`src/rtl/mem_arbiter.sv`:
```
// Two-port round-robin arbiter in front of a single-port synchronous RAM.
// Port 0 is instruction fetch, port 1 is load/store. A port may lock the RAM
// for read-modify-write sequences. The lock is force-released after
// LOCK_TIMEOUT consecutive idle cycles from the owner.
//
// state    | meaning
// ---------+-----------------------------------------------------------
// UNLOCKED | both ports arbitrate round-robin
// LOCK0    | port 0 owns the RAM; only port 0 may be granted
// LOCK1    | port 1 owns the RAM; only port 1 may be granted
module mem_arbiter #(
  parameter int ADDR_WIDTH   = 8,
  parameter int DATA_WIDTH   = 8,
  parameter int LOCK_TIMEOUT = 16
) (
  input  logic                  clk,
  input  logic                  rst,
  input  logic                  p0_req,
  input  logic                  p0_we,
  input  logic                  p0_lock,
  input  logic [ADDR_WIDTH-1:0] p0_addr,
  input  logic [DATA_WIDTH-1:0] p0_wdata,
  output logic                  p0_gnt,
  output logic                  p0_ack,
  output logic [DATA_WIDTH-1:0] p0_rdata,
  input  logic                  p1_req,
  input  logic                  p1_we,
  input  logic                  p1_lock,
  input  logic [ADDR_WIDTH-1:0] p1_addr,
  input  logic [DATA_WIDTH-1:0] p1_wdata,
  output logic                  p1_gnt,
  output logic                  p1_ack,
  output logic [DATA_WIDTH-1:0] p1_rdata,
  output logic                  mem_we,
  output logic [ADDR_WIDTH-1:0] mem_addr,
  output logic [DATA_WIDTH-1:0] mem_din,
  input  logic [DATA_WIDTH-1:0] mem_dout
);

  typedef enum logic [1:0] {UNLOCKED, LOCK0, LOCK1} state_t;

  localparam logic [7:0] TIMEOUT_TC = 8'(LOCK_TIMEOUT);

  state_t                state_q, state_d;
  logic [7:0]            cnt_q, cnt_d;
  logic                  rr_last_q, rr_last_d;
  logic                  resp_valid_q, resp_valid_d;
  logic                  resp_port_q, resp_port_d;
  logic [DATA_WIDTH-1:0] rdata0_q, rdata0_d;
  logic [DATA_WIDTH-1:0] rdata1_q, rdata1_d;

  logic owner_req, owner_gnt, owner_lock;
  logic [7:0] cnt_inc;

  // Grant selection: lock owner only, otherwise round-robin on conflict.
  always_comb begin
    p0_gnt = 1'b0;
    p1_gnt = 1'b0;
    if (!rst) begin
      case (state_q)
        LOCK0:   p0_gnt = p0_req;
        LOCK1:   p1_gnt = p1_req;
        default: begin
          if (p0_req && p1_req) begin
            // rr_last holds the most recently granted port; the other wins.
            p0_gnt = rr_last_q;
            p1_gnt = !rr_last_q;
          end else begin
            p0_gnt = p0_req;
            p1_gnt = p1_req;
          end
        end
      endcase
    end
  end

  // RAM drive from the winner; everything idles at zero without a grant.
  always_comb begin
    mem_we   = 1'b0;
    mem_addr = '0;
    mem_din  = '0;
    if (p0_gnt) begin
      mem_we   = p0_we;
      mem_addr = p0_addr;
      mem_din  = p0_wdata;
    end else if (p1_gnt) begin
      mem_we   = p1_we;
      mem_addr = p1_addr;
      mem_din  = p1_wdata;
    end
  end

  // Response routing: ack the recorded port, hold the other port's data.
  always_comb begin
    p0_ack   = resp_valid_q && !resp_port_q && !rst;
    p1_ack   = resp_valid_q &&  resp_port_q && !rst;
    p0_rdata = rst ? '0 : (p0_ack ? mem_dout : rdata0_q);
    p1_rdata = rst ? '0 : (p1_ack ? mem_dout : rdata1_q);
    rdata0_d     = p0_rdata;
    rdata1_d     = p1_rdata;
    resp_valid_d = p0_gnt || p1_gnt;
    resp_port_d  = p1_gnt;
    rr_last_d    = p1_gnt ? 1'b1 : (p0_gnt ? 1'b0 : rr_last_q);
  end

  // Lock FSM next state and idle timeout counter.
  always_comb begin
    state_d    = state_q;
    cnt_d      = cnt_q;
    owner_req  = (state_q == LOCK0) ? p0_req  : p1_req;
    owner_gnt  = (state_q == LOCK0) ? p0_gnt  : p1_gnt;
    owner_lock = (state_q == LOCK0) ? p0_lock : p1_lock;
    cnt_inc    = cnt_q + 8'd1;
    case (state_q)
      LOCK0, LOCK1: begin
        if (owner_gnt || owner_req) begin
          cnt_d = 8'd0;
          if (owner_gnt && !owner_lock) state_d = UNLOCKED;
        end else if (cnt_inc == TIMEOUT_TC) begin
          cnt_d   = 8'd0;
          state_d = UNLOCKED;
        end else begin
          cnt_d = cnt_inc;
        end
      end
      default: begin
        cnt_d = 8'd0;
        if (p0_gnt && p0_lock)      state_d = LOCK0;
        else if (p1_gnt && p1_lock) state_d = LOCK1;
      end
    endcase
  end

  // State registers with synchronous reset; an in-flight response is dropped.
  always_ff @(posedge clk) begin
    if (rst) begin
      state_q      <= UNLOCKED;
      cnt_q        <= 8'd0;
      rr_last_q    <= 1'b1;
      resp_valid_q <= 1'b0;
      resp_port_q  <= 1'b0;
      rdata0_q     <= '0;
      rdata1_q     <= '0;
    end else begin
      state_q      <= state_d;
      cnt_q        <= cnt_d;
      rr_last_q    <= rr_last_d;
      resp_valid_q <= resp_valid_d;
      resp_port_q  <= resp_port_d;
      rdata0_q     <= rdata0_d;
      rdata1_q     <= rdata1_d;
    end
  end

endmodule

```
`config.mk`:
```
export PLATFORM = sky130hd
export DESIGN_NAME = mem_arbiter
export DESIGN_NICKNAME = d
export VERILOG_FILES = /design/src/rtl/mem_arbiter.sv
export SDC_FILE = /design/constraint.sdc
export NUM_CORES = 1
export LEC_CHECK = 0
export ABC_AREA = 1
export BUFFER_PORTS_ARGS = -buffer_cell sky130_fd_sc_hd__buf_2
export CORE_AREA = 3 3 78 80
export CTS_CLUSTER_SIZE = 40
export DETAILED_ROUTE_END_ITERATION = 8
export DIE_AREA = 0 0 81 83
export SLEW_MARGIN = 20
export SYNTH_ARGS = -nofsm -noshare
export SYNTH_HDL_FRONTEND = slang
export SYNTH_SLANG_ARGS = --single-unit
```
`constraint.sdc`:
```
create_clock -name clk -period 2.9 [get_ports clk]
set_input_delay 0.29 -clock clk [delete_from_list [all_inputs] [get_ports clk]]
set_output_delay 0.29 -clock clk [all_outputs]
set_load 0.02 [all_outputs]
```
==> run summary <==
status = complete, no violations
Fillers = 609
largest net degree at the start of global routing = 22
number of global-route vias before repair = 1710
initial core utilization = 30.0%
CTS Hold Buffers Added = 0
dpl cell area = 2120 µm²
Max Clock Skew = 0.00455 ns
Avg Cell Area, Syn = 6.46 µm²
clock sink total = 29
IO Count = 85
Post-CTS Resized = 0
Max-Cap Viols = 0
total CTS buffers = 5
clock tree buffer depth = 2
Switch Pwr = 0.604 mW
TritonRoute pass-1 iters = 4
Mapped Area = 1640 µm²
Worst Path Arrival = 2.24 ns
Syn Nets = 307
switching part of the total = 41.4%
Fin. Hold Viols = 0
Die Wd = 81 µm
Detailed Route Iter0 Violations = 59
final slew viol count = 0
Skew-Pair Late Insertion Delay = 0.28 ns
chip height = 83 µm
CTS tree = built
Tightest Pin Transition = 0.511 ns
hpwl dp = 3390 µm
Antenna diodes = 0
Root Buffer = clkbuf_8
Netlist cell types = 25
Core Area = 5470 µm²
leakage dissipation = 1.17 nW
CP bufs+invs = 2
grt ovf = 0
initial antenna violation count = 0
final RePlAce weighted congestion = 0.818
CP required = 2.61 ns
Largest delay share family, worst path = simple AND/OR/NAND/NOR gates
CP startpoint kind = register
first-pass GRT wire length = 7580 µm
Worst setup EP type = primary output
Hold WC Path Type = in -> reg
share of layout cells above drive strength 1 = 30.2%
Yosys reg bits = 29
worst-path cell chain = inv_1, ha_1, nand3_1, nand2_1, nand2_1, o21ai_0, buf_2
P per Cell Area = 662 nW/µm²
NumNets Final = 391
clk slew on worst S/H paths = 0.06 ns
Yosys top cell by area = dfxtp_1
non-filler cells, final = 410
Crit path top cell by count = nand2_1
Comb pwr share = 44.7%
CTS HTree Levels = 2
yosys warns = 0
Max-slew headroom = 65.9%
P&R area growth vs syn = 34.4%
die area = 6720 µm²
std cell rows = 27
# DRC = 0
max incr delay on CP = 0.46 ns
IO buf count = 84
Max Clk Rate = 0.395 GHz
maximum vdd drop = 0.314 mV
crit-path max FO = 17
total negative slack = 0 ns
WL/cell = 10.7 µm
vias per cell = 4.48
# Post-CTS Setup Buffers = 0
final wirelength = 4400 µm
slowest CP cell = ha_1
Placed Cells incl. Taps = 403
Post-Synthesis Cells = 254
vias = 1838
Flop pwr share = 32.8%
endpoints failing setup = 0
Int Pwr = 0.855 mW
overall global routing resource usage = 13.8%
RSZ-0062 raised after global routing = false
Final ANT Viol Nets = 0
min Tclk post-route = 2.53 ns
Period Utilization, post-route = 87.2%
synth top area cells = dfxtp_1 (35%), nand2_1 (15%), o21ai_0 (10%)
Synth top area share = 35.4%
sequential-to-total area share from yosys stat = 35.4%
Clock power frac = 22.5%
final instance area = 2210 µm²
CP Class = reg -> out
## kinds of logic (layout without fill, tap and decap cells)
logic type	after synthesis	count (layout)	share of synthesized area (%)
compound gates	67	67	20.6
xor+xnor	2	2	1.07
fa+ha+maj	5	5	3.81
buf+inv	35	119	8.84
flops	29	29	35.4
simple gates	116	116	30.3
## registers in the layout, indices dropped and copies added, names as in the netlist
register	flops
rr_last_q	1
resp_port_q	1
rdata0_q	8
rdata1_q	8
resp_valid_q	1
cnt_q	8
state_q	2
## power groups by stage
stage          sequential, mW  clock [mW]  combinational (mW)
6_report                0.479       0.328               0.652
5_1_grt                 0.485       0.358               0.748
4_1_cts                 0.478       0.342               0.661
3_5_place_dp            0.486           0               0.659
3_3_place_gp            0.486           0               0.651
2_1_floorplan           0.481           0               0.470
## metrics by stage
stage | hold slack, ns | power [mW] | setup slack [ns] | utilization, %
after global placement | 0.436 | 1.14 | 0.689 | 38.7
after global routing | 0.292 | 1.59 | 0.0323 | 40.3
final | 0.282 | 1.46 | 0.370 | 40.3
after detailed placement | 0.445 | 1.15 | 0.669 | 38.7
after CTS | 0.276 | 1.48 | 0.365 | 40.3
after floorplan | 0.359 | 0.952 | 0.718 | -
## worst min-delay path: cells and delay by family
kind	cells	cell delay, ns
buf+inv	1	0.09
simple gates	2	0.14
## cell usage after synthesis
master / n
a21oi_1: 29
buf_1: 1
buf_2: 2
buf_4: 1
buf_6: 1
clkbuf_1: 4
dfxtp_1: 29
ha_1: 5
inv_1: 24
inv_2: 2
nand2_1: 64
nand2_2: 2
nand3_1: 11
nand3_2: 3
nand3b_1: 1
nand4_1: 1
nand4_2: 1
nor2_1: 31
nor2_2: 1
nor2_4: 1
o21a_1: 1
o21ai_0: 34
o21ai_1: 3
xnor2_1: 1
xor2_1: 1
## cell usage in the layout, fill, tap and decap left out, drive strengths merged
cell type   n
xor2        1
nand3b      1
dfxtp      29
o21a        1
nand4       2
a21oi      29
buf        86
xnor2       1
o21ai      37
clkbuf      7
ha          5
nor2       33
inv        26
nand3      14
nand2      66
## layer usage
layer / track usage [%] / share of wire [%]
met3: 3.36 / 6.7
met2: 22.1 / 46
met1: 17.0 / 45
met4: 6.45 / 2.5
met5: 0 / 0
## final cells by class
type / instances / area (µm²) / share of cell area [%]
flip-flops and latches: 29 / 581 / 26.3
multi-input cells: 190 / 916 / 41.5
inverters: 26 / 97.6 / 4.42
clock buffers: 7 / 86.3 / 3.91
repair buffers: 86 / 435 / 19.7
well taps: 72 / 90.1 / 4.08
## final timing paths
| path | slack, ns | start | cells past startpoint | end |
|---|---|---|---|---|
| worst max-delay path | 0.37 | state_q[0] | 7 | mem_din[1] |
| worst min-delay path | 0.28 | mem_dout[7] | 3 | rdata0_q[7] |
| worst max register to register | 0.72 | state_q[0] | 12 | state_q[0] |
| worst min register to register | 0.45 | rdata1_q[7] | 2 | rdata1_q[7] |
Power figures use the tool's default switching activity.
